`src/rtl/aes_subbytes_serial_if.sv`:
```
// Byte-stream handshake bundle (valid/ready/data) used on both sides of the
// SubBytes/ShiftRows stage. The producer uses the master modport and the consumer uses the slave modport.
interface aes_subbytes_serial_if;
  logic       valid;
  logic       ready;
  logic [7:0] data;

  modport master (output valid, output data, input ready);
  modport slave  (input valid, input data, output ready);
endinterface

```
`src/rtl/aes_subbytes_serial.sv`:
```
// Byte-serial AES SubBytes + ShiftRows stage.
// Loads a 16-byte state block one byte at a time through an external
// combinational S-box, then emits the substituted bytes in ShiftRows order
// (or identity order when SHIFT_ROWS = 0).
// Optional macro AES_SBOX_PIPE_EN registers the S-box input. This adds a
// one-cycle FLUSH state so that the last substituted byte lands in the buffer
// before the drain starts.
module aes_subbytes_serial #(
  parameter int SHIFT_ROWS = 1
) (
  input  logic                          clk,
  input  logic                          rst_n,
  aes_subbytes_serial_if.slave          in_if,
  aes_subbytes_serial_if.master         out_if,
  output logic [7:0]                    sbox_a,
  input  logic [7:0]                    sbox_q,
  output logic                          busy
);

  typedef enum logic [1:0] {LOAD = 2'd0, FLUSH = 2'd1, DRAIN = 2'd2} state_t;

  state_t     state_q, state_d;
  logic [3:0] wr_idx_q, wr_idx_d;
  logic [3:0] rd_idx_q, rd_idx_d;
  logic [7:0] buf_q [16];

  logic       in_ready;
  logic       out_valid;
  logic       accept;
  logic       xfer;
  logic [3:0] src_idx;
  logic       wr_en;
  logic [3:0] wr_ptr;

  assign accept = in_if.valid & in_ready;
  assign xfer   = out_valid & out_if.ready;

  // Column k of the output row r comes from column (k + r) of the input, which maps to this index.
  assign src_idx = (SHIFT_ROWS != 0) ? (rd_idx_q + {rd_idx_q[1:0], 2'b00}) : rd_idx_q;

  // State register and buffer indices. Reset discards any partial block.
  always_ff @(posedge clk) begin
    if (!rst_n) begin
      state_q  <= LOAD;
      wr_idx_q <= 4'd0;
      rd_idx_q <= 4'd0;
    end else begin
      state_q  <= state_d;
      wr_idx_q <= wr_idx_d;
      rd_idx_q <= rd_idx_d;
    end
  end

  // Next-state logic: fill 16 bytes, optionally flush the pipeline, then drain 16 bytes.
  always_comb begin
    state_d  = state_q;
    wr_idx_d = wr_idx_q;
    rd_idx_d = rd_idx_q;
    case (state_q)
      LOAD: begin
        if (accept) begin
          wr_idx_d = wr_idx_q + 4'd1;
          if (wr_idx_q == 4'd15) begin
`ifdef AES_SBOX_PIPE_EN
            state_d = FLUSH;
`else
            state_d = DRAIN;
`endif
          end
        end
      end
`ifdef AES_SBOX_PIPE_EN
      FLUSH: state_d = DRAIN;
`endif
      DRAIN: begin
        if (xfer) begin
          rd_idx_d = rd_idx_q + 4'd1;
          if (rd_idx_q == 4'd15) state_d = LOAD;
        end
      end
      default: state_d = LOAD;
    endcase
  end

  // Output decode. Gating with rst_n keeps the handshake quiet while reset is held.
  always_comb begin
    in_ready    = rst_n && (state_q == LOAD);
    out_valid   = rst_n && (state_q == DRAIN);
    busy        = rst_n && ((state_q != LOAD) || (wr_idx_q != 4'd0));
    in_if.ready = in_ready;
    out_if.valid = out_valid;
    out_if.data  = out_valid ? buf_q[src_idx] : 8'h00;
  end

`ifdef AES_SBOX_PIPE_EN
  logic [7:0] sbox_a_q, sbox_a_d;
  logic       wr_en_q, wr_en_d;
  logic [3:0] wr_ptr_q, wr_ptr_d;

  // S-box input register plus the write enable and write index, delayed to match.
  always_comb begin
    sbox_a_d = accept ? in_if.data : 8'h00;
    wr_en_d  = accept;
    wr_ptr_d = wr_idx_q;
  end

  // Pipeline stage that breaks the upstream -> S-box -> buffer path.
  always_ff @(posedge clk) begin
    if (!rst_n) begin
      sbox_a_q <= 8'h00;
      wr_en_q  <= 1'b0;
      wr_ptr_q <= 4'd0;
    end else begin
      sbox_a_q <= sbox_a_d;
      wr_en_q  <= wr_en_d;
      wr_ptr_q <= wr_ptr_d;
    end
  end

  assign sbox_a = sbox_a_q;
  assign wr_en  = wr_en_q;
  assign wr_ptr = wr_ptr_q;
`else
  assign sbox_a = accept ? in_if.data : 8'h00;
  assign wr_en  = accept;
  assign wr_ptr = wr_idx_q;
`endif

  // Substituted-byte buffer. It has no reset because out_data is gated while the buffer is not being drained.
  always_ff @(posedge clk) begin
    if (wr_en) buf_q[wr_ptr] <= sbox_q;
  end

endmodule

```
`src/flat_wrapper.sv`:
```
// flat-port wrapper written by rule: the top's interface ports become plain ports
module aes_subbytes_serial_flat 
#(
  parameter int SHIFT_ROWS = 1
)
  (clk, rst_n, sbox_a, sbox_q, busy, in_if_valid, in_if_data, in_if_ready, out_if_valid, out_if_data, out_if_ready);
  aes_subbytes_serial_if in_if_i ();
  aes_subbytes_serial_if out_if_i ();
  input  logic clk;
  input  logic rst_n;
  output logic [7:0] sbox_a;
  input  logic [7:0] sbox_q;
  output logic busy;
  input wire logic [$bits(in_if_i.valid)-1:0] in_if_valid;
  input wire logic [$bits(in_if_i.data)-1:0] in_if_data;
  output wire logic [$bits(in_if_i.ready)-1:0] in_if_ready;
  output wire logic [$bits(out_if_i.valid)-1:0] out_if_valid;
  output wire logic [$bits(out_if_i.data)-1:0] out_if_data;
  input wire logic [$bits(out_if_i.ready)-1:0] out_if_ready;
  assign in_if_i.valid = in_if_valid;
  assign in_if_i.data = in_if_data;
  assign in_if_ready = in_if_i.ready;
  assign out_if_valid = out_if_i.valid;
  assign out_if_data = out_if_i.data;
  assign out_if_i.ready = out_if_ready;
  aes_subbytes_serial #(.SHIFT_ROWS(SHIFT_ROWS)) u_core (.clk(clk), .rst_n(rst_n), .in_if(in_if_i), .out_if(out_if_i), .sbox_a(sbox_a), .sbox_q(sbox_q), .busy(busy));
endmodule
```
`config.mk`:
```
export PLATFORM = sky130hd
export DESIGN_NAME = aes_subbytes_serial_flat
export DESIGN_NICKNAME = d
export VERILOG_FILES = /design/src/rtl/aes_subbytes_serial_if.sv /design/src/rtl/aes_subbytes_serial.sv /design/src/flat_wrapper.sv
export SDC_FILE = /design/constraint.sdc
export NUM_CORES = 1
export LEC_CHECK = 0
export CAP_MARGIN = 25
export CORE_ASPECT_RATIO = 0.9
export CORE_MARGIN = 1
export CORE_UTILIZATION = 45
export CTS_CLUSTER_DIAMETER = 120
export CTS_CLUSTER_SIZE = 24
export DETAILED_ROUTE_END_ITERATION = 6
export DONT_BUFFER_PORTS = 1
export REMOVE_ABC_BUFFERS = 1
export SYNTH_ARGS = -nofsm -noshare
export SYNTH_HDL_FRONTEND = slang
export SYNTH_SLANG_ARGS = --single-unit
```
`constraint.sdc`:
```
create_clock -name clk -period 2.5 [get_ports clk]
set_input_delay 0.5 -clock clk [delete_from_list [all_inputs] [get_ports clk]]
set_output_delay 0.5 -clock clk [all_outputs]
set_load 0.05 [all_outputs]
```
# ---- Yosys cells after proc, flatten, opt, wreduce, memory -nomap -nowiden
# Memory sizes are Yosys's and may differ from the RTL's.
# Cells that the tools add are included.
dict set report totals {
  register_bits 10
  ram_bits 128
  input_bits 20
  output_inout_bits 19
  wordCells 35
  n_memories 1
}
# name depth word_bits read_ports rd_ports_with_merged_regs write_ports line
set mem_list {}
lappend mem_list {u_core.buf_q 16 8 1 0 1 aes_subbytes_serial.sv:25} ;# logic [7:0] buf_q [16];
dict set report op_classes {
  add_sub_neg 3
  eq_ne 7
  mux 9
  bitwise_logic 2
  reduce_logical 10
}
# operator n
set ops {}
lappend ops {{$mux 8} 2}
lappend ops {{$add 4x1->4 const B} 2}
lappend ops {{$eq 4x4->1 const B} 2}
lappend ops {{$mux 2} 4}
lappend ops {{$ne 2x1->1 const B} 4}
lappend ops {{$add 4x4->4} 1}
lappend ops {{$pmux 2 s2} 1}
lappend ops {{$reduce_and 2->1} 2}
lappend ops {{$reduce_and 4->1} 1}
lappend ops {{$reduce_bool 4->1} 1}
lappend ops {{$logic_and 1x1->1} 3}
lappend ops {{$and 1x1->1} 2}
lappend ops {{$eq 2x2->1 const B} 1}
lappend ops {{$logic_not 2->1} 1}
lappend ops {{$mux 1} 2}
lappend ops {{$reduce_bool 2->1} 1}
lappend ops {{$logic_or 1x1->1} 1}

# ---- Depth between registers and ports, before layout
# Gate-level depths: netlist of the first run.
dict set report depth {
  ltp_word 5
  mapped_depth 7
  ltp_nobuf 5
}

# ---- Worst setup path before layout of the first run
# Ideal clock, no wire load.
dict set report synth_path {
  path_kind {flip-flop to output port}
  startpoint {register u_core.rd_idx_q[0]}
  endpoint {output out_if_data[3]}
  arrival_ps 2129
  required_time_ps 2000
  slack_ps -129
  path_stages_with_launch 8
  n_path_buf 2
  cell_sequence {dfxtp_1 -> ha_1 -> buf_2 -> buf_2 -> nor2b_1 -> a22oi_1 -> o2111ai_1 -> a21oi_1}
}
dict set report synth_via {
  elab_chain_cells 3
}
# item line
set synth_lines {}
lappend synth_lines {{start: declaration} aes_subbytes_serial.sv:24} ;# logic [3:0] rd_idx_q, rd_idx_d;
lappend synth_lines {{start signal: assignment} aes_subbytes_serial.sv:50} ;# rd_idx_q <= rd_idx_d;
lappend synth_lines {{$add 4x4->4} aes_subbytes_serial.sv:39} ;# assign src_idx = (SHIFT_ROWS != 0) ? (rd_idx_q + {rd_idx_q[1:0], 2'b00}) : rd_idx_q;
lappend synth_lines {{$mem_v2 16x8} -}
lappend synth_lines {{$mux 8} aes_subbytes_serial.sv:92} ;# out_if.data = out_valid ? buf_q[src_idx] : 8'h00;
lappend synth_lines {{end: declaration} flat_wrapper.sv:18} ;# output wire logic [$bits(out_if_i.data)-1:0] out_if_data;
# No other way between the ends.

# ---- Worst setup path in the final report of the first run
dict set report layout_path {
  startpoint {register u_core.rd_idx_q[0]}
  endpoint {output out_if_data[7]}
}
# Same word-level chain as after synthesis.

==> impl_metrics.prom, run 1 <==
# TYPE chip_impl_metric gauge
chip_impl_info{name="status",value="complete, but fails checks"} 1
chip_impl_info{name="violations",value="negative setup slack"} 1
chip_impl_metric{name="cts_buffers",unit=""} 17
chip_impl_info{name="post-synth-top-area-cell",value="sky130_fd_sc_hd__edfxtp_1"} 1
chip_impl_metric{name="cts.clk_slew.worst_paths",unit="ns"} 0.06
chip_impl_metric{name="seq_cells_post_synth",unit=""} 137
chip_impl_metric{name="pin_count_of_the_biggest_net_entering_global_routing",unit=""} 25
chip_impl_metric{name="finalClockSkew",unit="ns"} 0.00779
chip_impl_metric{name="detailedRoute.firstIterationViolations",unit=""} 256
chip_impl_metric{name="die_x",unit="um"} 120
chip_impl_metric{name="number_of_nets_in_the_final_layout",unit=""} 392
chip_impl_metric{name="timing_hold_violations_final",unit=""} 0
chip_impl_metric{name="clk-insertion-delay-late",unit="ns"} 0.42
chip_impl_info{name="synth.top_cells.by_area",value="sky130_fd_sc_hd__edfxtp_1 68%, sky130_fd_sc_hd__mux4_2 8.3%, sky130_fd_sc_hd__mux2i_1 3.5%"} 1
chip_impl_metric{name="slew-limit-headroom",unit="%"} 64.8
chip_impl_info{name="rsz0062_at_grt",value="yes"} 1
chip_impl_metric{name="dp.final_hpwl",unit="mm"} 7.63
chip_impl_metric{name="tightest_slew",unit="ns"} 0.530
chip_impl_metric{name="wirelength",unit="mm"} 11.8
chip_impl_metric{name="fin_ws",unit="ns"} -0.137
chip_impl_metric{name="setup-violations-final",unit=""} 8
chip_impl_metric{name="number_of_distinct_library_cells_after_synthesis",unit=""} 42
chip_impl_metric{name="grt_first_pass_wirelength",unit="mm"} 18.1
chip_impl_metric{name="final-instance-count-excl-fill",unit=""} 539
chip_impl_metric{name="layout_min_cycle_time",unit="ns"} 2.64
chip_impl_metric{name="htreeDepth",unit=""} 4
chip_impl_metric{name="rrSetupSlack",unit="ns"} 0.54
chip_impl_metric{name="grt_usage",unit="%"} 20.4
chip_impl_info{name="holdCritPathClass",value="primary input to flop"} 1
chip_impl_metric{name="worstHoldPathCells",unit=""} 0
chip_impl_metric{name="async_reset_ff_share",unit="%"} 0
chip_impl_metric{name="max-clock-path-buffers",unit=""} 2
chip_impl_metric{name="dp.cells",unit=""} 498
chip_impl_info{name="yosysMostFrequentCell",value="sky130_fd_sc_hd__edfxtp_1"} 1
chip_impl_metric{name="die_h",unit="um"} 109
chip_impl_metric{name="final_min_period_over_clock_period",unit="%"} 105
chip_impl_metric{name="postSynthCellCount",unit=""} 316
chip_impl_metric{name="detail_route.drc_violations",unit=""} 0
chip_impl_metric{name="pwr_density_cell",unit="nW/um^2"} 715
chip_impl_metric{name="final-max-slew-violation-count",unit=""} 0
chip_impl_info{name="setup.worst_path.start_class",value="flop"} 1
chip_impl_metric{name="cts_hold_buf",unit=""} 0
chip_impl_metric{name="routedWlPerCell",unit="um"} 22.0
chip_impl_metric{name="critPathArrivalTime",unit="ns"} 2.14
chip_impl_metric{name="route.detailed.vias_per_inst",unit=""} 5.49
chip_impl_metric{name="netlist_area_before_placement",unit="sq um"} 5680
chip_impl_metric{name="clock_sink_count",unit=""} 137
chip_impl_metric{name="antenna_found_initial",unit=""} 0
chip_impl_metric{name="globalplace.congestion",unit=""} 0.774
chip_impl_metric{name="synth_top_area_share",unit="%"} 67.7
chip_impl_metric{name="leakage",unit="nW"} 2.25
chip_impl_metric{name="max_freq",unit="GHz"} 0.379
chip_impl_info{name="path_class",value="flop to output pin"} 1
chip_impl_info{name="synth_commonest_cells",value="128 x sky130_fd_sc_hd__edfxtp_1, 21 x sky130_fd_sc_hd__mux4_2, 20 x sky130_fd_sc_hd__mux2i_1"} 1
chip_impl_info{name="cts_tree",value="yes"} 1
chip_impl_metric{name="dpl_worst_slack",unit="ns"} -0.00542
chip_impl_metric{name="drv_cap",unit=""} 0
chip_impl_metric{name="yosysSeqAreaShare",unit="%"} 70.8
chip_impl_metric{name="synth-edff-count",unit=""} 128
chip_impl_metric{name="io_pins",unit=""} 39
chip_impl_metric{name="power.ir.vdd_worst",unit="uV"} 420
chip_impl_metric{name="detail_route.first_pass.iterations",unit=""} 4
chip_impl_metric{name="port_buffers",unit=""} 0
chip_impl_metric{name="share_of_final_layout_standard_cells_stronger_than_drive_strength_1",unit="%"} 34.6
chip_impl_metric{name="core",unit="sq um"} 12200
chip_impl_info{name="cts-root-buf",value="sky130_fd_sc_hd__clkbuf_16"} 1
chip_impl_info{name="endpoint_kind",value="output pin"} 1
chip_impl_metric{name="std_cell_rows",unit=""} 38
chip_impl_metric{name="start_util",unit="%"} 46.7
chip_impl_metric{name="cp_max_fo",unit=""} 15
chip_impl_metric{name="floorplan.die_area",unit="sq um"} 13100
chip_impl_metric{name="diodes",unit=""} 0
chip_impl_metric{name="r2r_cells",unit=""} 5
chip_impl_metric{name="synthesis.area_per_instance",unit="sq um"} 18.0
chip_impl_metric{name="routed-via-count",unit=""} 2961
chip_impl_metric{name="antenna_left",unit=""} 0
chip_impl_metric{name="first_global_vias",unit=""} 3068
chip_impl_info{name="synth_flop_cell",value="sky130_fd_sc_hd__edfxtp_1"} 1
chip_impl_metric{name="yosys_warnings",unit=""} 0
chip_impl_metric{name="grt-ovfl-total",unit=""} 0
chip_impl_metric{name="cp.required",unit="ns"} 2.00
chip_impl_metric{name="flow.area_growth_from_synthesis",unit="%"} 23.0
[stage by stage]
step	area (sq um)	hold slack (ns)	util, %	TNS, ns	power [mW]
after global placement	6100	0.503	50.1	-0.00358	2.67
after global routing	6990	0.145	57.4	-1.61	5.14
final	6990	0.175	57.4	-0.938	4.99
after detailed placement	6100	0.520	50.1	-0.00542	2.67
after CTS	6940	0.153	57.0	-1.16	5.03
after floorplan	5560	0.481	-	-13.03	2.65
[cells in the final DEF, fill, tap and decap left out, types with 5 or more instances in the layout]
master | netlist | layout
sky130_fd_sc_hd__buf_4 | 2 | 34
sky130_fd_sc_hd__nand2_1 | 12 | 12
sky130_fd_sc_hd__nor2_1 | 16 | 15
sky130_fd_sc_hd__and2_1 | 14 | 13
sky130_fd_sc_hd__mux2i_1 | 20 | 13
sky130_fd_sc_hd__a21oi_1 | 7 | 6
sky130_fd_sc_hd__mux4_2 | 21 | 25
sky130_fd_sc_hd__clkbuf_16 | 0 | 17
sky130_fd_sc_hd__buf_12 | 0 | 5
sky130_fd_sc_hd__dfxtp_1 | 9 | 7
sky130_fd_sc_hd__edfxtp_1 | 128 | 128
sky130_fd_sc_hd__xnor2_1 | 5 | 5
sky130_fd_sc_hd__clkinvlp_4 | 0 | 5
sky130_fd_sc_hd__buf_6 | 4 | 6
sky130_fd_sc_hd__ha_1 | 6 | 5
sky130_fd_sc_hd__inv_1 | 5 | 5
[final cells by class]
class / count / area (sq um)
sequential: 137 / 4030
fill: 956 / 5180
tap: 160 / 200
clock buffer: 19 / 433
inverter: 6 / 26.3
clock inverter: 13 / 129
multi-input combinational: 157 / 1680
timing repair buffer: 47 / 488
[flip-flops by register name (all words and copies together) (netlist names)]
signal and flops:
u_core.state_q 1, u_core.wr_idx_q 4, u_core.rd_idx_q 4, u_core.buf_q 128
[power breakdown]
group          switching (mW)  internal, mW
Sequential            0.00852          2.52
Combinational          0.0634        0.0329
Clock                   0.912          1.45
[layer usage]
layer  share of wire (%)  vias up  wire length [um]  global-route usage [%]
met2                  48       81              5690                    32.0
met4                 1.1        0               136                    7.58
met5                   0        -                 0                       0
li1                    -     1362                 -                       -
met3                 5.3       14               631                    6.54
met1                  46     1504              5390                    26.7
[kinds of logic after synthesis]
logic type / synth area share, %
adder cells (fa/ha/maj): 1.32
AO/OA/AOI/OAI: 3.83
multiplexers: 14.4
flip-flops: 70.8
XOR/XNOR: 1.06
buffers and inverters: 2.55
AND/OR/NAND/NOR: 6.04
[critical path: stages (launching register included)]
cell and delay, ns:
sky130_fd_sc_hd__dfxtp_4 0.37, sky130_fd_sc_hd__ha_4 0.36, sky130_fd_sc_hd__buf_12 0.16, sky130_fd_sc_hd__mux4_2 0.31
sky130_fd_sc_hd__a22oi_2 0.21, sky130_fd_sc_hd__a21oi_1 0.10, sky130_fd_sc_hd__buf_4 0.21
[timing repair]
| item | CTS | global route |
|---|---|---|
| setup endpoints to repair | 8 | 8 |
| gates resized for setup | 39 | 10 |
| pin swaps | 4 | 8 |
| cloned | 2 | 0 |
| buffers inserted | 6 | 1 |
| endpoints found under the hold margin | 0 | 0 |
[path summary, 6_finish.rpt]
path / end / startpoint
setup / recovery: out_if_data[7] / u_core.rd_idx_q[0]$_SDFFE_PN0P_
setup reg to reg: u_core.buf_q[2][6]$_DFFE_PP_ / u_core.state_q[1]$_SDFFE_PN0P_
hold reg to reg: u_core.wr_idx_q[1]$_SDFFE_PN0P_ / u_core.wr_idx_q[1]$_SDFFE_PN0P_
hold / removal: u_core.buf_q[3][7]$_DFFE_PP_ / sbox_q[7]
Note: power is estimated with default switching activity, not from simulation.
==> inputs of run 2 (changes only) <==
Settings changed: CORE_MARGIN 1 to 2, MAX_ROUTING_LAYER set to met4.
==> impl_metrics.prom, run 2 (synthesis gave the netlist of run 1 again) <==
# TYPE chip_impl_metric gauge
chip_impl_metric{name="cp_max_fo",unit=""} 7
chip_impl_metric{name="grt_usage",unit="%"} 19.5
chip_impl_metric{name="detail_route.drc_violations",unit=""} 0
chip_impl_metric{name="cp.required",unit="ns"} 2.00
chip_impl_metric{name="clock_sink_count",unit=""} 137
chip_impl_metric{name="final-max-slew-violation-count",unit=""} 0
chip_impl_metric{name="layout_min_cycle_time",unit="ns"} 2.67
chip_impl_metric{name="fin_ws",unit="ns"} -0.166
chip_impl_metric{name="power.share.switching",unit="%"} 18.3
chip_impl_info{name="mostFrequentLayoutCell",value="sky130_fd_sc_hd__edfxtp_1"} 1
chip_impl_metric{name="flow.area_growth_from_synthesis",unit="%"} 25.6
chip_impl_metric{name="grt-ovfl-total",unit=""} 0
chip_impl_metric{name="detailedRoute.firstIterationViolations",unit=""} 282
chip_impl_metric{name="max_freq",unit="GHz"} 0.375
chip_impl_info{name="holdCritPathClass",value="primary input to flop"} 1
chip_impl_metric{name="detail_route.first_pass.iterations",unit=""} 4
chip_impl_info{name="status",value="complete, but fails checks"} 1
chip_impl_metric{name="p_int",unit="mW"} 4.34
chip_impl_metric{name="power_after_layout",unit="mW"} 5.31
chip_impl_metric{name="start_util",unit="%"} 46.7
chip_impl_metric{name="power.ir.vdd_worst",unit="uV"} 488
chip_impl_metric{name="fin_tns_setup",unit="ns"} -1.01
chip_impl_metric{name="number_of_nets_in_the_final_layout",unit=""} 404
chip_impl_info{name="rsz0062_at_grt",value="yes"} 1
chip_impl_metric{name="io_pins",unit=""} 39
chip_impl_metric{name="std_cell_rows",unit=""} 38
chip_impl_metric{name="route.detailed.vias_per_inst",unit=""} 5.46
chip_impl_metric{name="cts_buffers",unit=""} 17
chip_impl_info{name="path_class",value="flop to output pin"} 1
chip_impl_metric{name="finalClockSkew",unit="ns"} 0.00702
chip_impl_info{name="most-common-layout-cells",value="128 x sky130_fd_sc_hd__edfxtp_1, 46 x sky130_fd_sc_hd__buf_4, 22 x sky130_fd_sc_hd__mux4_2, 17 x sky130_fd_sc_hd__clkbuf_16, 16 x sky130_fd_sc_hd__nor2_1"} 1
chip_impl_metric{name="antenna_left",unit=""} 0
chip_impl_info{name="endpoint_kind",value="output pin"} 1
chip_impl_metric{name="placedInstanceArea",unit="sq um"} 6070
chip_impl_metric{name="clk-insertion-delay-late",unit="ns"} 0.41
chip_impl_metric{name="grt_first_pass_wirelength",unit="mm"} 18.2
chip_impl_info{name="cts_tree",value="yes"} 1
chip_impl_metric{name="globalplace.congestion",unit=""} 0.773
chip_impl_metric{name="port_buffers",unit=""} 0
chip_impl_metric{name="routed-via-count",unit=""} 3010
chip_impl_metric{name="pwr_density_cell",unit="nW/um^2"} 745
chip_impl_info{name="violations",value="negative setup slack"} 1
chip_impl_metric{name="antenna_found_initial",unit=""} 0
chip_impl_metric{name="die_x",unit="um"} 122
chip_impl_metric{name="p_seq_share",unit="%"} 47.7
chip_impl_metric{name="die_h",unit="um"} 111
chip_impl_metric{name="power.switching",unit="uW"} 971
chip_impl_metric{name="comb_power_share",unit="%"} 1.8
chip_impl_metric{name="final_min_period_over_clock_period",unit="%"} 107
chip_impl_metric{name="dp.final_hpwl",unit="mm"} 7.48
chip_impl_metric{name="leakage",unit="nW"} 2.34
chip_impl_metric{name="slew-limit-headroom",unit="%"} 64.6
chip_impl_metric{name="design_area",unit="sq um"} 7130
chip_impl_metric{name="tightest_slew",unit="ns"} 0.533
chip_impl_info{name="registers.top_by_ff_count",value="u_core.buf_q"} 1
chip_impl_metric{name="cts_hold_buf",unit=""} 0
chip_impl_metric{name="max-clock-path-buffers",unit=""} 2
chip_impl_info{name="setup.worst_path.start_class",value="flop"} 1
chip_impl_info{name="cts-root-buf",value="sky130_fd_sc_hd__clkbuf_16"} 1
chip_impl_metric{name="n_fill_cell",unit=""} 951
chip_impl_metric{name="routedWlPerCell",unit="um"} 21.4
chip_impl_metric{name="timing_hold_violations_final",unit=""} 0
chip_impl_metric{name="share_of_total_power_in_the_clock_network",unit="%"} 50.6
chip_impl_metric{name="diodes",unit=""} 0
chip_impl_metric{name="pin_count_of_the_biggest_net_entering_global_routing",unit=""} 20
chip_impl_metric{name="cts.clk_slew.worst_paths",unit="ns"} 0.06
chip_impl_metric{name="share_of_final_layout_standard_cells_stronger_than_drive_strength_1",unit="%"} 37.3
chip_impl_metric{name="critPathArrivalTime",unit="ns"} 2.17
chip_impl_metric{name="htreeDepth",unit=""} 4
chip_impl_info{name="largestRegisters",value="u_core.buf_q: 128 flops, u_core.rd_idx_q: 4 flops, u_core.wr_idx_q: 4 flops"} 1
chip_impl_metric{name="wirelength",unit="mm"} 11.8
chip_impl_metric{name="core",unit="sq um"} 12200
chip_impl_metric{name="drv_cap",unit=""} 0
chip_impl_metric{name="first_global_vias",unit=""} 3113
chip_impl_metric{name="largest_register_ff_count",unit=""} 128
chip_impl_metric{name="setup-violations-final",unit=""} 8
chip_impl_metric{name="floorplan.die_area",unit="sq um"} 13500
## run 2: changes by cell type in the layout (fill, tap and decap cells not counted), moves of 2 or more
| cell | change |
|---|---|
| sky130_fd_sc_hd__mux4_2 | -3 |
| sky130_fd_sc_hd__bufinv_16 | +3 |
| sky130_fd_sc_hd__bufbuf_16 | -2 |
| sky130_fd_sc_hd__buf_6 | +2 |
| sky130_fd_sc_hd__buf_4 | +12 |
| sky130_fd_sc_hd__clkinv_1 | -2 |
| sky130_fd_sc_hd__a211oi_1 | +2 |
| sky130_fd_sc_hd__clkinv_2 | +2 |
| sky130_fd_sc_hd__mux4_1 | +3 |
## run 2: worst max-delay path: stages, from the launching register on
cell and delay (ns):
sky130_fd_sc_hd__dfxtp_4 0.37, sky130_fd_sc_hd__ha_4 0.34, sky130_fd_sc_hd__buf_4 0.13, sky130_fd_sc_hd__buf_6 0.10
sky130_fd_sc_hd__mux4_2 0.32, sky130_fd_sc_hd__mux2i_4 0.21, sky130_fd_sc_hd__o22ai_4 0.11, sky130_fd_sc_hd__buf_6 0.18
## run 2: timing repair
action / 4_1_cts / 5_1_grt
cloned: 2 / 0
gates resized for setup: 42 / 10
pin swaps: 8 / 5
endpoints found under the setup margin: 8 / 8
buffers inserted: 8 / 10
## run 2: path summary, 6_finish.rpt
kind	startpoint	endpoint	slack [ns]	cells past startpoint
max	u_core.rd_idx_q[0]$_SDFFE_PN0P_	out_if_data[6]	-0.17	7
min	sbox_q[5]	u_core.buf_q[0][5]$_DFFE_PP_	0.18	0
max reg2reg	u_core.state_q[1]$_SDFFE_PN0P_	u_core.buf_q[15][5]$_DFFE_PP_	0.46	5
min reg2reg	u_core.wr_idx_q[1]$_SDFFE_PN0P_	u_core.wr_idx_q[1]$_SDFFE_PN0P_	0.52	2
## run 2: per-layer routing
metal	GRT usage [%]	vias to the layer above	part of all wire (%)
li1	-	1387	-
met5	-	-	0
met2	28.3	83	47
met3	6.51	7	5.8
met1	26.7	1533	46
met4	5.13	0	0.58
## run 2: area by class of cell
class                   instances  area, sq um  share of cell area (%)
flip-flops and latches        137         4030                    56.5
multi-input cells             157         1690                    23.7
repair buffers                 59          543                    7.61
clock buffers                  19          443                    6.21
clock inverters                13          200                    2.81
well taps                     160          200                    2.81
inverters                       6         22.5                   0.316
## run 2: metrics by stage
step	util [%]	setup slack, ns	std cells	hold slack [ns]
after CTS	57.8	-0.146	542	0.160
after global placement	49.9	0.0548	500	0.498
after detailed placement	49.9	0.0196	500	0.515
final	58.6	-0.166	551	0.183
after floorplan	-	-1.78	300	0.481
after global routing	58.6	-0.235	551	0.152
## run 2: power by group through the flow
stage	clock [mW]	combinational (mW)	sequential (mW)
3_3_place_gp	0	0.0867	2.58
5_1_grt	2.83	0.102	2.53
3_5_place_dp	0	0.0869	2.58
4_1_cts	2.73	0.0928	2.53
2_1_floorplan	0	0.0691	2.58
6_report	2.69	0.0931	2.53
==> inputs of run 3 (changes only) <==
Settings changed: CELL_PAD_IN_SITES_DETAIL_PLACEMENT set to 1, CELL_PAD_IN_SITES_GLOBAL_PLACEMENT set to 1, CORE_UTILIZATION 45 to 30, PLACE_DENSITY_LB_ADDON set to 0.1.
==> impl_metrics.prom, run 3 (synthesis gave the netlist of run 1 again) <==
# TYPE chip_impl_metric gauge
chip_impl_metric{name="wirelength",unit="mm"} 13.5
chip_impl_metric{name="layout_min_cycle_time",unit="ns"} 2.62
chip_impl_metric{name="leakage",unit="nW"} 2.23
chip_impl_info{name="cts-root-buf",value="sky130_fd_sc_hd__clkbuf_16"} 1
chip_impl_metric{name="max-clock-path-buffers",unit=""} 2
chip_impl_metric{name="fin_ws",unit="ns"} -0.118
chip_impl_info{name="holdCritPathClass",value="primary input to flop"} 1
chip_impl_metric{name="met2_wirelength",unit="mm"} 6.51
chip_impl_metric{name="routedWlPerCell",unit="um"} 21.9
chip_impl_info{name="critPathMostFrequentCell",value="sky130_fd_sc_hd__buf_6"} 1
chip_impl_info{name="path_class",value="flop to output pin"} 1
chip_impl_metric{name="die_x",unit="um"} 149
chip_impl_metric{name="flow.area_growth_from_synthesis",unit="%"} 24.1
chip_impl_metric{name="cp_max_fo",unit=""} 6
chip_impl_metric{name="wl_met1",unit="mm"} 6.24
chip_impl_metric{name="finalClockSkew",unit="ns"} 0.00621
chip_impl_metric{name="n_fill_cell",unit=""} 1835
chip_impl_info{name="violations",value="negative setup slack"} 1
chip_impl_metric{name="htreeDepth",unit=""} 4
chip_impl_info{name="rsz0062_at_grt",value="yes"} 1
chip_impl_info{name="status",value="complete, but fails checks"} 1
chip_impl_metric{name="detail_route.first_pass.iterations",unit=""} 4
chip_impl_metric{name="cts_hold_buf",unit=""} 0
chip_impl_metric{name="final-max-slew-violation-count",unit=""} 0
chip_impl_metric{name="share_of_final_layout_standard_cells_stronger_than_drive_strength_1",unit="%"} 35.8
chip_impl_metric{name="die_h",unit="um"} 135
chip_impl_metric{name="grt_first_pass_wirelength",unit="mm"} 20.3
chip_impl_metric{name="drv_cap",unit=""} 0
chip_impl_metric{name="max_freq",unit="GHz"} 0.382
chip_impl_metric{name="multi_input_comb_area",unit="sq um"} 1680
chip_impl_metric{name="cts.clk_slew.worst_paths",unit="ns"} 0.06
chip_impl_metric{name="largest_register_ff_count",unit=""} 128
chip_impl_metric{name="power_after_layout",unit="mW"} 5.11
chip_impl_metric{name="port_buffers",unit=""} 0
chip_impl_metric{name="cp.required",unit="ns"} 2.00
chip_impl_metric{name="tightest_slew",unit="ns"} 0.540
chip_impl_metric{name="final_min_period_over_clock_period",unit="%"} 105
chip_impl_metric{name="met3_wirelength",unit="um"} 619
chip_impl_metric{name="slew-limit-headroom",unit="%"} 64.2
chip_impl_metric{name="cts_buffers",unit=""} 17
chip_impl_metric{name="power.ir.vdd_worst",unit="uV"} 420
chip_impl_metric{name="dp.cells",unit=""} 584
chip_impl_metric{name="core",unit="sq um"} 18500
chip_impl_metric{name="clock_sink_count",unit=""} 137
chip_impl_info{name="cts_tree",value="yes"} 1
chip_impl_metric{name="pin_count_of_the_biggest_net_entering_global_routing",unit=""} 25
chip_impl_metric{name="clk-insertion-delay-late",unit="ns"} 0.41
chip_impl_info{name="setup.worst_path.start_class",value="flop"} 1
chip_impl_metric{name="route.detailed.vias_per_inst",unit=""} 4.85
chip_impl_metric{name="diodes",unit=""} 0
chip_impl_metric{name="number_of_nets_in_the_final_layout",unit=""} 387
chip_impl_metric{name="grt-ovfl-total",unit=""} 0
chip_impl_info{name="most-common-layout-cells",value="128 x sky130_fd_sc_hd__edfxtp_1, 28 x sky130_fd_sc_hd__buf_4, 23 x sky130_fd_sc_hd__mux4_2, 18 x sky130_fd_sc_hd__clkbuf_16, 15 x sky130_fd_sc_hd__nor2_1"} 1
chip_impl_metric{name="dpl_worst_slack",unit="ns"} 0.0460
chip_impl_metric{name="routed-via-count",unit=""} 3002
chip_impl_metric{name="grt_usage",unit="%"} 14.9
chip_impl_metric{name="setup-violations-final",unit=""} 8
chip_impl_metric{name="crit_path_max_incr_delay",unit="ns"} 0.40
chip_impl_metric{name="detailedRoute.firstIterationViolations",unit=""} 165
chip_impl_metric{name="io_pins",unit=""} 39
chip_impl_info{name="crit_path_cell_trace",value="ha_4 > xor2_2 > buf_6 > nor2_4 > or3_4 > o22ai_2 > buf_6"} 1
chip_impl_info{name="largestRegisters",value="u_core.buf_q: 128 flops, u_core.rd_idx_q: 4 flops, u_core.wr_idx_q: 4 flops"} 1
chip_impl_metric{name="antenna_found_initial",unit=""} 0
chip_impl_metric{name="timing_hold_violations_final",unit=""} 0
chip_impl_info{name="endpoint_kind",value="output pin"} 1
chip_impl_metric{name="dp.final_hpwl",unit="mm"} 8.95
chip_impl_metric{name="critPathArrivalTime",unit="ns"} 2.12
chip_impl_info{name="registers.top_by_ff_count",value="u_core.buf_q"} 1
chip_impl_info{name="max_stage_delay_cell_worst_path",value="sky130_fd_sc_hd__or3_4"} 1
chip_impl_metric{name="register_area",unit="sq um"} 4030
chip_impl_metric{name="floorplan.die_area",unit="sq um"} 20100
chip_impl_metric{name="final-instance-count-excl-fill",unit=""} 619
chip_impl_metric{name="globalplace.congestion",unit=""} 0.734
chip_impl_info{name="top_signal_layer_used",value="met4"} 1
chip_impl_metric{name="std_cell_rows",unit=""} 47
chip_impl_metric{name="first_global_vias",unit=""} 3227
chip_impl_metric{name="start_util",unit="%"} 30.8
chip_impl_metric{name="antenna_left",unit=""} 0
chip_impl_info{name="mostFrequentLayoutCell",value="sky130_fd_sc_hd__edfxtp_1"} 1
chip_impl_metric{name="pwr_density_cell",unit="nW/um^2"} 724
chip_impl_metric{name="detail_route.drc_violations",unit=""} 0
## run 3: changes by cell type in the layout (fill, tap and decap cells not counted), sizes merged
cell      before  now
clkinv         5   10
bufinv         5    3
buf           59   41
clkinvlp       4    2
## run 3: repair_timing
action                     in CTS  in global routing
resized for setup              41                 22
buffers inserted                1                  1
pin swaps                       5                  6
setup endpoints to repair       8                 13
cloned                          0                  1
## run 3: layout make-up
type	instances	area share (%)
inverter	6	0.337
clock inverter	14	2.22
tap	245	4.35
multi-input combinational	157	23.8
sequential	137	57.2
clock buffer	18	6.09
timing repair buffer	42	6.01
## run 3: path summary, 6_finish.rpt
check | from | endpoint | slack [ns] | cells after the start
worst min-delay path | sbox_q[1] | u_core.buf_q[15][1]$_DFFE_PP_ | 0.18 | 0
worst max register to register | u_core.state_q[1]$_SDFFE_PN0P_ | u_core.buf_q[3][7]$_DFFE_PP_ | 0.56 | 5
worst min register to register | u_core.wr_idx_q[1]$_SDFFE_PN0P_ | u_core.wr_idx_q[1]$_SDFFE_PN0P_ | 0.51 | 2
worst max-delay path | u_core.rd_idx_q[0]$_SDFFE_PN0P_ | out_if_data[2] | -0.12 | 7
## run 3: metrics by stage
stage	TNS, ns	hold WS (ns)	utilization, %	instance area (sq um)
floorplan	-13.03	0.481	-	5560
global placement	-0.0149	0.505	33.4	6170
detailed placement	0	0.514	33.4	6170
CTS	-0.892	0.157	37.6	6940
global route	-1.37	0.156	38.2	7050
finish	-0.742	0.180	38.2	7050
## run 3: per-layer routing
| metal | global-route usage, % | vias to the layer above |
|---|---|---|
| met4 | 4.92 | 0 |
| li1 | - | 1351 |
| met1 | 19.0 | 1570 |
| met2 | 23.2 | 63 |
| met5 | - | - |
| met3 | 4.02 | 18 |
## run 3: critical path: cells and delay by family (launching register included)
| kind | cells | cell delay, ns |
|---|---|---|
| and+or+nand+nor | 2 | 0.45 |
| DFF | 1 | 0.39 |
| buffers and inverters | 2 | 0.36 |
| AOI/OAI and AO/OA | 1 | 0.19 |
| xor gates and xnor gates | 1 | 0.16 |
| adders and majority gates | 1 | 0.15 |
## run 3: where the power goes
| part | switching [mW] | internal (mW) |
|---|---|---|
| sequential | 0.00830 | 2.52 |
| combinational | 0.0636 | 0.0307 |
| clock | 0.929 | 1.55 |
| total | 1.00 | 4.11 |
